==> src/rtl/sd_spi_host_cmd.sv <==
// sd_spi_host_cmd: SPI-mode SD host command engine (mode 0, SCK from sys_clk).
// Frames CMDx tokens, polls R1, collects R3/R7 bytes, returns a response.
// Ports: sys_clk/sys_rst (sync, active-high); init_start, cmd_valid/cmd_ready,
//   cmd_index/cmd_arg/cmd_crc/resp_len in; resp_valid/resp_r1/resp_data/
//   resp_timeout out; spi_sck/spi_cs_n/spi_mosi out, spi_miso in.
// Option: define SD_SPI_HOST_CRC7_EN to compute CRC7 serially (cmd_crc ignored).
module sd_spi_host_cmd #(
  parameter int CLK_DIV = 4,
  parameter int NCR_MAX = 8
) (
  input  logic        sys_clk,
  input  logic        sys_rst,
  input  logic        init_start,
  input  logic        cmd_valid,
  output logic        cmd_ready,
  input  logic [5:0]  cmd_index,
  input  logic [31:0] cmd_arg,
  input  logic [6:0]  cmd_crc,
  input  logic [2:0]  resp_len,
  output logic        resp_valid,
  output logic [7:0]  resp_r1,
  output logic [31:0] resp_data,
  output logic        resp_timeout,
  output logic        spi_sck,
  output logic        spi_cs_n,
  output logic        spi_mosi,
  input  logic        spi_miso
);

  localparam int DW = (CLK_DIV > 1) ? $clog2(CLK_DIV) : 1;
  localparam logic [DW-1:0] DIV_LAST = DW'(CLK_DIV - 1);
  localparam logic [7:0] NCR_LAST = 8'(NCR_MAX - 1);

  localparam logic [3:0] S_IDLE = 4'd0;
  localparam logic [3:0] S_INIT = 4'd1;
  localparam logic [3:0] S_PRE  = 4'd2;
  localparam logic [3:0] S_CMD  = 4'd3;
  localparam logic [3:0] S_POLL = 4'd4;
  localparam logic [3:0] S_DATA = 4'd5;
  localparam logic [3:0] S_TAIL = 4'd6;
  localparam logic [3:0] S_HOLD = 4'd7;
  localparam logic [3:0] S_DONE = 4'd8;

  logic [3:0]    state_q, state_d;
  logic [DW-1:0] div_q, div_d;
  logic [3:0]    ph_q, ph_d;
  logic [7:0]    cnt_q, cnt_d;
  logic [47:0]   frame_q, frame_d;
  logic          len4_q, len4_d;
  logic [7:0]    rx_q, rx_d;
  logic [7:0]    r1w_q, r1w_d;
  logic [31:0]   dw_q, dw_d;
  logic          tow_q, tow_d;
  logic          sck_q, sck_d;
  logic          cs_n_q, cs_n_d;
  logic          mosi_q, mosi_d;
  logic          rv_q, rv_d;
  logic [7:0]    r1_q, r1_d;
  logic [31:0]   data_q, data_d;
  logic          to_q, to_d;
`ifdef SD_SPI_HOST_CRC7_EN
  logic [6:0]    crc_q, crc_d;
  logic [5:0]    cbit_q, cbit_d;
`endif

  logic active, tick, rise, fall, last, ld_bit;

  // ph_q walks 16 half-bit phases per byte; even phases end in a rise.
  assign active = (state_q != S_IDLE) && (state_q != S_DONE);
  assign tick   = active && (div_q == DIV_LAST);
  assign rise   = tick && !ph_q[0] && (state_q != S_HOLD);
  assign fall   = tick && ph_q[0] && (state_q != S_HOLD);
  assign last   = fall && (ph_q == 4'd15);
  // Next command bit goes out on every fall of CMD, and on the final
  // fall of PRE so bit 47 is set up a half-bit before the first rise.
  assign ld_bit = fall && (((state_q == S_CMD) && !(last && cnt_q == 8'd5))
                        || ((state_q == S_PRE) && last));

  always_comb begin
    state_d = state_q;
    div_d   = div_q;
    ph_d    = ph_q;
    cnt_d   = cnt_q;
    frame_d = frame_q;
    len4_d  = len4_q;
    rx_d    = rx_q;
    r1w_d   = r1w_q;
    dw_d    = dw_q;
    tow_d   = tow_q;
    sck_d   = sck_q;
    cs_n_d  = cs_n_q;
    mosi_d  = mosi_q;
    rv_d    = 1'b0;
    r1_d    = r1_q;
    data_d  = data_q;
    to_d    = to_q;
`ifdef SD_SPI_HOST_CRC7_EN
    crc_d   = crc_q;
    cbit_d  = cbit_q;
`endif

    if (active) begin
      div_d = tick ? '0 : div_q + DW'(1);
    end
    if (tick) begin
      ph_d = ph_q + 4'd1;
    end
    if (rise) begin
      sck_d = 1'b1;
      rx_d  = {rx_q[6:0], spi_miso};
    end
    if (fall) begin
      sck_d  = 1'b0;
      mosi_d = 1'b1;
    end
    if (ld_bit) begin
      mosi_d  = frame_q[47];
      frame_d = {frame_q[46:0], 1'b0};
`ifdef SD_SPI_HOST_CRC7_EN
      cbit_d = cbit_q + 6'd1;
      if (cbit_q < 6'd40) begin
        crc_d = {crc_q[5:0], 1'b0}
              ^ ({7{frame_q[47] ^ crc_q[6]}} & 7'h09);
      end else if (cbit_q < 6'd47) begin
        mosi_d = crc_q[6];
        crc_d  = {crc_q[5:0], 1'b0};
      end else begin
        mosi_d = 1'b1;
      end
`endif
    end

    case (state_q)
      S_IDLE: begin
        div_d = '0;
        ph_d  = 4'd0;
        cnt_d = 8'd0;
        if (init_start) begin
          state_d = S_INIT;
        end else if (cmd_valid) begin
          state_d = S_PRE;
          cs_n_d  = 1'b0;
          frame_d = {2'b01, cmd_index, cmd_arg, cmd_crc, 1'b1};
          len4_d  = |resp_len;
`ifdef SD_SPI_HOST_CRC7_EN
          crc_d  = 7'd0;
          cbit_d = 6'd0;
`endif
        end
      end
      S_INIT: begin
        if (last) begin
          if (cnt_q == 8'd9) begin
            state_d = S_DONE;
            rv_d    = 1'b1;
            r1_d    = 8'hFF;
            data_d  = 32'd0;
            to_d    = 1'b0;
          end else begin
            cnt_d = cnt_q + 8'd1;
          end
        end
      end
      S_PRE: begin
        if (last) begin
          state_d = S_CMD;
          cnt_d   = 8'd0;
        end
      end
      S_CMD: begin
        if (last) begin
          if (cnt_q == 8'd5) begin
            state_d = S_POLL;
            cnt_d   = 8'd0;
          end else begin
            cnt_d = cnt_q + 8'd1;
          end
        end
      end
      S_POLL: begin
        // rx_q holds the complete byte during its final phase.
        if (last) begin
          if (!rx_q[7]) begin
            r1w_d   = rx_q;
            tow_d   = 1'b0;
            dw_d    = 32'd0;
            cnt_d   = 8'd0;
            state_d = (len4_q && !rx_q[2]) ? S_DATA : S_TAIL;
          end else if (cnt_q == NCR_LAST) begin
            r1w_d   = 8'hFF;
            tow_d   = 1'b1;
            dw_d    = 32'd0;
            state_d = S_TAIL;
          end else begin
            cnt_d = cnt_q + 8'd1;
          end
        end
      end
      S_DATA: begin
        if (last) begin
          dw_d = {dw_q[23:0], rx_q};
          if (cnt_q == 8'd3) begin
            state_d = S_TAIL;
          end else begin
            cnt_d = cnt_q + 8'd1;
          end
        end
      end
      S_TAIL: begin
        if (last) begin
          state_d = S_HOLD;
        end
      end
      S_HOLD: begin
        // CS_n held low one more half-bit after the last fall.
        if (tick) begin
          state_d = S_DONE;
          cs_n_d  = 1'b1;
          rv_d    = 1'b1;
          r1_d    = r1w_q;
          data_d  = dw_q;
          to_d    = tow_q;
        end
      end
      S_DONE: begin
        state_d = S_IDLE;
      end
      default: begin
        state_d = S_IDLE;
      end
    endcase
  end

  always_ff @(posedge sys_clk) begin
    if (sys_rst) begin
      state_q <= S_IDLE;
      div_q   <= '0;
      ph_q    <= 4'd0;
      cnt_q   <= 8'd0;
      frame_q <= 48'd0;
      len4_q  <= 1'b0;
      rx_q    <= 8'hFF;
      r1w_q   <= 8'hFF;
      dw_q    <= 32'd0;
      tow_q   <= 1'b0;
      sck_q   <= 1'b0;
      cs_n_q  <= 1'b1;
      mosi_q  <= 1'b1;
      rv_q    <= 1'b0;
      r1_q    <= 8'hFF;
      data_q  <= 32'd0;
      to_q    <= 1'b0;
`ifdef SD_SPI_HOST_CRC7_EN
      crc_q   <= 7'd0;
      cbit_q  <= 6'd0;
`endif
    end else begin
      state_q <= state_d;
      div_q   <= div_d;
      ph_q    <= ph_d;
      cnt_q   <= cnt_d;
      frame_q <= frame_d;
      len4_q  <= len4_d;
      rx_q    <= rx_d;
      r1w_q   <= r1w_d;
      dw_q    <= dw_d;
      tow_q   <= tow_d;
      sck_q   <= sck_d;
      cs_n_q  <= cs_n_d;
      mosi_q  <= mosi_d;
      rv_q    <= rv_d;
      r1_q    <= r1_d;
      data_q  <= data_d;
      to_q    <= to_d;
`ifdef SD_SPI_HOST_CRC7_EN
      crc_q   <= crc_d;
      cbit_q  <= cbit_d;
`endif
    end
  end

  assign cmd_ready    = (state_q == S_IDLE);
  assign resp_valid   = rv_q;
  assign resp_r1      = r1_q;
  assign resp_data    = data_q;
  assign resp_timeout = to_q;
  assign spi_sck      = sck_q;
  assign spi_cs_n     = cs_n_q;
  assign spi_mosi     = mosi_q;

endmodule

==> config.mk <==
export PLATFORM = sky130hd
export DESIGN_NAME = sd_spi_host_cmd
export DESIGN_NICKNAME = d
export VERILOG_FILES = /design/src/rtl/sd_spi_host_cmd.sv
export SDC_FILE = /design/constraint.sdc
export NUM_CORES = 1
export LEC_CHECK = 0
export CAP_MARGIN = 0
export CORE_AREA = 4 4 130 132
export CTS_CLUSTER_SIZE = 25
export DETAILED_ROUTE_END_ITERATION = 12
export DIE_AREA = 0 0 134 136
export PLACE_DENSITY = 0.67
export SLEW_MARGIN = 20
export SYNTH_ARGS = -nofsm -noshare
export SYNTH_HDL_FRONTEND = slang
export SYNTH_SLANG_ARGS = --single-unit
==> constraint.sdc <==
create_clock -name sys_clk -period 3 [get_ports sys_clk]
set_input_delay 0.6 -clock sys_clk [delete_from_list [all_inputs] [get_ports sys_clk]]
set_output_delay 0.6 -clock sys_clk [all_outputs]
set_load 0.01 [all_outputs]
# Word-level counts from Yosys, hierarchy flattened
# Cells that the tools add are included.
classes:
  addsub: 3
  eq_ne: 33
  n_mux: 63
  bitwise_logic: 1
  reduce_logical: 33
op_table:
  columns: ["operator", "count"]
  rows:
  - ["32-bit two-way mux", 7]
  - ["48-bit two-way mux", 4]
  - ["32-bit one-hot mux with 2 select lines", 2]
  - ["8-bit two-way mux", 15]
  - ["4-bit two-way mux", 14]
  - ["8-bit one-hot mux with 6 select lines", 1]
  - ["4-bit one-hot mux with 8 select lines", 1]
  - ["2-bit inequality test, second input constant", 13]
  - ["4-bit by 3-bit == test with 1-bit output, second input constant", 4]
  - ["8-bit by 3-bit == test with 1-bit output, second input constant", 2]
  - ["8-bit one-hot mux with 2 select lines", 1]
  - ["1-bit two-way mux", 13]
  - ["1-bit logical AND", 12]
  - ["12-bit AND reduction", 1]
  - ["4-bit AND reduction", 3]
  - ["3-bit inequality test, second input constant", 3]
  - ["9-bit AND reduction", 1]
  - ["8-bit by 1-bit adder with 8-bit output, second input constant", 1]
  - ["4-bit by 2-bit == test with 1-bit output, second input constant", 2]
  - ["8-bit by 2-bit == test with 1-bit output, second input constant", 1]
  - ["8-bit by 4-bit == test with 1-bit output, second input constant", 1]
  - ["2-bit nonzero test", 4]
  - ["1-bit one-hot mux with 2 select lines", 3]
  - ["3-bit AND reduction", 2]
  - ["17 further kinds", 22]
word_totals:
  regBits: 161

# Depth between registers and ports, before layout
logic_depth:
  ltp_word: 15
  mapped_depth: 9
  ltp_nobuf: 6

# Least setup slack after synthesis
# OpenSTA, ideal clock, no wires.
synth_timing:
  path_kind: "flip-flop to flip-flop"
  startpoint: "reg div_q[0]"
  endpoint: "reg r1_q[4] (netlist: resp_r1[4])"
  setup_ns: 0.131
  t_arrival_ns: 1.957
  required_ns: 2.869
  path_slack_ns: 0.912
  stages_incl_launch_ff: 9
  path_buffers: 2
  period_less_slack_ns: 2.088
  path_cell_list: "dfxtp_1 ha_1 o31a_1 nand4_4 o41a_1 clkbuf_1 buf_2 nor3_1 o21ai_1"
synth_between:
  elab_chain_cells: 7
synth_rtl:
  columns: ["item", "line", "text"]
  rows:
  - ["start: declaration", "45", "logic [DW-1:0] div_q, div_d;"]
  - ["start signal: assignment", "259", "div_q <= div_d;"]
  - ["2-bit == test *", "70", "assign tick = active && (div_q == DIV_LAST);"]
  - ["1-bit logical AND *", "70", null]
  - ["1-bit logical AND (2 in series)", "72", "assign fall = tick && ph_q[0] && (state_q != S_HOLD);"]
  - ["1-bit logical AND", "73", "assign last = fall && (ph_q == 4'd15);"]
  - ["2-bit inequality test (no source line)", null, null]
  - ["4-bit AND reduction (no source line) *", null, null]
  - ["end signal: assignment", "272", "r1_q <= r1_d;"]
  - ["end: declaration", "58", "logic [7:0] r1_q, r1_d;"]
# Every way passes the cells marked *; elsewhere a longest branch is shown, timed or not.
# A chain may end at the register's enable or synchronous reset.

# Worst setup path after layout
layout_timing:
  startpoint: "reg state_q[3]"
  endpoint: "out cmd_ready"
layout_between:
  elab_chain_cells: 1
layout_rtl:
  columns: ["item", "line", "text"]
  rows:
  - ["start: declaration", "44", "logic [3:0] state_q, state_d;"]
  - ["start signal: assignment", "258", "state_q <= state_d;"]
  - ["4-bit zero test", "282", "assign cmd_ready = (state_q == S_IDLE);"]
  - ["end: declaration", "15", "output logic cmd_ready,"]
# Every way passes these cells.

==> impl_metrics.csv <==
group,metric,value,unit
layout,fillers,1479,
synth,synth_top_flop_cell,"dfxtp_1",
layout,design_area,8672,um^2
timing,rsz0062_at_grt,"false",
layout,fin_cells,1124,
drt,drtAntennaViolNets,0,
setup_path,arrival,2.17,ns
layout,diodes,0,
drt,drtPass1Iterations,4,
drt,met1_length,8088,um
synth,netlist_instances,829,
timing,worst_slew_pin_slew,0.6472,ns
place,gp_congestion,0.8023,
run,maxCapViolations,0,
timing,hold_ws,0.4511,ns
drt,finalWirelength,16500,um
pwr,clkPwrFrac,40.5,%
pwr,leakagePower,3.018,nW
timing,hold_violations,0,
run_status,status,"finished, final reports clean",
pwr,power_switching,0.001493,W
synth,yosysWarnings,0,
setup_path,crit_fanout,14,
hold_path,hp-start,"resp_data[30]",
drt,viasPerCell,5.364,
setup_path,criticalPathCategory,"reg -> out",
grt,grt_pass1_vias,5535,
setup_path,reg2reg_to,"resp_data[24]",
timing,setup_viol,0,
synth,synth-seq-cells,161,
drt,wl_met2,7429,um
synth,yosysUniqueCellTypes,62,
timing,relSlewSlack,56.79,%
floorplan,core_area,15710,um^2
floorplan,ios,99,
drt,num_vias,6029,
timing,fin_worst_skew,0.01096,ns
clock_tree,postCtsHoldBufs,0,
pwr,p_per_area,622.2,nW/um^2
layout,final_common_cell,"nor2_1",
pwr,ir_drop,0.3895,mV
timing,max_freq,0.3605,GHz
setup_path,rr_worst_depth,7,
floorplan,die_h,136,um
layout,final_core_util,55.19,%
setup_path,cp-start-kind,"register",
layout,multiInputGateArea,3359,um^2
clock_tree,clock_latency,0.42,ns
clock_tree,clk_pin_slew_worst_paths,0.07,ns
layout,syn2layout_area_growth,25.09,%
setup_path,worstPathRequired,2.40,ns
floorplan,dieWidth,134,um
synth,synth-seq-area-share,46.49,%
synth,synthArstFlopShare,0,%
synth,synth_edf_count,0,
layout,layout-drive-gt1-share,9.361,%
clock_tree,root_buffer,"clkbuf_16",
timing,period_share,92.48,%
timing,period_minus_slack,2.774,ns
floorplan,dieArea,18220,um^2
grt,gr-total-overflow,0,
synth,syn_area_per_cell,8.363,um^2
clock_tree,clock_sinks,161,
pwr,comb_power_share,15.6,%
grt,antenna_found_initial,0,
place,portBuffers,98,
floorplan,rows,46,
hold_path,hold-path-endpoint,"resp_data[30]",
timing,slew_violations,0,
grt,grt_pass1_wl,27360,um
pwr,switching_share,27.67,%
place,post_dp_cell_area,8077,um^2
hold_path,hp-class,"reg -> reg",
clock_tree,cts_max_level,4,
drt,maxUsedRoutingLayer,"met4",
pwr,p_int,0.003902,W
clock_tree,numCtsBuffers,17,
grt,grt_max_degree,123,
layout,fin_nets,952,
hold_path,hold_path_depth,2,
drt,wl_met3,788,um
setup_path,rrSetupSlack,0.44,ns
timing,fin_tns_setup,0,ns
drt,detail_route.wl_per_cell,14.68,um
place,placed_cells,1092,
floorplan,start_util,44.12,%
layout,regArea,3223,um^2
clock_tree,post-cts-setup-buffers,0,
synth,syn_area,6933,um^2
synth,synthesis.nets,886,
clock_tree,cts_tree,"yes",
setup_path,critical_path.endpoint_type,"output port",
drt,drt_iter0_markers,433,
layout,final_cell_mix,"nor2_1, dfxtp_1, clkdlybuf4s50_1, nand2_1, a21oi_1",
setup_path,worstReg2RegStart,"div_q[0]",
clock_tree,post_cts_resized,0,
grt,grt_usage,18.09,%
clock_tree,clock_path_buffers,2,
pwr,p_seq_share,43.9,%
place,place_hpwl,10560,um
drt,route.detailed.drc,0,
==> layer usage <==
layer / GRT usage (%) / vias to the layer above
met5: 0 / -
met4: 5.086 / 0
met3: 4.330 / 13
met2: 27.15 / 143
met1: 25.99 / 2819
li1: - / 3054
==> power groups by stage <==
stage	Combinational [W]	Sequential (W)	Clock, W
2_1_floorplan	0.000607	0.00237	0
3_3_place_gp	0.000831	0.00241	0
3_5_place_dp	0.000843	0.00242	0
4_1_cts	0.000846	0.00237	0.00223
5_1_grt	0.000935	0.00239	0.00231
6_report	0.000842	0.00237	0.00218
==> sequential cells by signal, indices dropped and copies added, names as in the netlist <==
| name | count |
|---|---|
| resp_data | 32 |
| r1w_q | 8 |
| frame_q | 48 |
| div_q | 2 |
| spi_cs_n | 1 |
| len4_q | 1 |
| ph_q | 4 |
| tow_q | 1 |
| dw_q | 32 |
| spi_mosi | 1 |
| spi_sck | 1 |
| resp_timeout | 1 |
| cnt_q | 8 |
| resp_valid | 1 |
| state_q | 4 |
| rx_q | 8 |
| resp_r1 | 8 |
==> through the flow <==
stage / power (W) / setup WS [ns]
after floorplan: 0.002980 / 0.9124
after global placement: 0.003245 / 0.5057
after detailed placement: 0.003261 / 0.4429
after CTS: 0.005447 / 0.2012
after global routing: 0.005634 / 0.1448
final: 0.005396 / 0.2257
==> cell families after synthesis <==
logic type      after synthesis  share of synthesized area [%]
simple gates                393                          26.20
compound gates              174                          18.53
flops                       161                          46.49
buf+inv                      81                          5.775
mux                          13                          1.895
fa+ha+maj                     4                         0.7219
xor+xnor                      3                         0.3791
==> worst max-delay path by stage <==
stage,to,cells after the start,from
2_1_floorplan,resp_r1[4],8,div_q[0]
3_3_place_gp,resp_data[29],7,ph_q[0]
3_5_place_dp,resp_data[20],7,div_q[0]
4_1_cts,cmd_ready,3,state_q[3]
5_1_grt,cmd_ready,3,state_q[3]
6_report,cmd_ready,3,state_q[3]
==> cell usage after synthesis (all sizes together) (2+ instances only) <==
cell / n / area share (%)
nor4bb: 2 / 0.29
and3: 5 / 0.45
o2111ai: 2 / 0.25
a31oi: 2 / 0.18
a2111o: 2 / 0.32
nand4b: 2 / 0.34
and2: 3 / 0.27
or3: 6 / 0.54
xor2: 2 / 0.25
a2111oi: 47 / 8.0
nor3b: 4 / 0.51
o31ai: 5 / 0.54
clkbuf: 35 / 1.9
a21oi: 78 / 5.6
buf: 38 / 3.4
nand2: 89 / 4.8
nor4: 3 / 0.49
o21ai: 23 / 1.7
mux2i: 12 / 1.7
ha: 4 / 0.72
dfxtp: 161 / 46
or4: 4 / 0.49
nand4: 6 / 0.97
a211oi: 2 / 0.22
nor3: 24 / 1.9
nand3: 72 / 5.2
inv: 8 / 0.43
nor2b: 4 / 0.36
nor2: 163 / 8.8
a41o: 2 / 0.29
==> final cells by class <==
| class | instances | area share [%] |
|---|---|---|
| multi-input cells | 587 | 38.74 |
| flip-flops and latches | 161 | 37.17 |
| repair buffers | 120 | 13.76 |
| clock buffers | 18 | 4.949 |
| well taps | 216 | 3.116 |
| clock inverters | 14 | 1.919 |
| inverters | 8 | 0.3463 |
==> critical path, stage by stage (launching register included) <==
cell,delay [ns]
dfxtp_1,0.49
or4_4,0.66
inv_1,0.08
clkdlybuf4s50_1,0.53
Power figures use the tool's default switching activity.
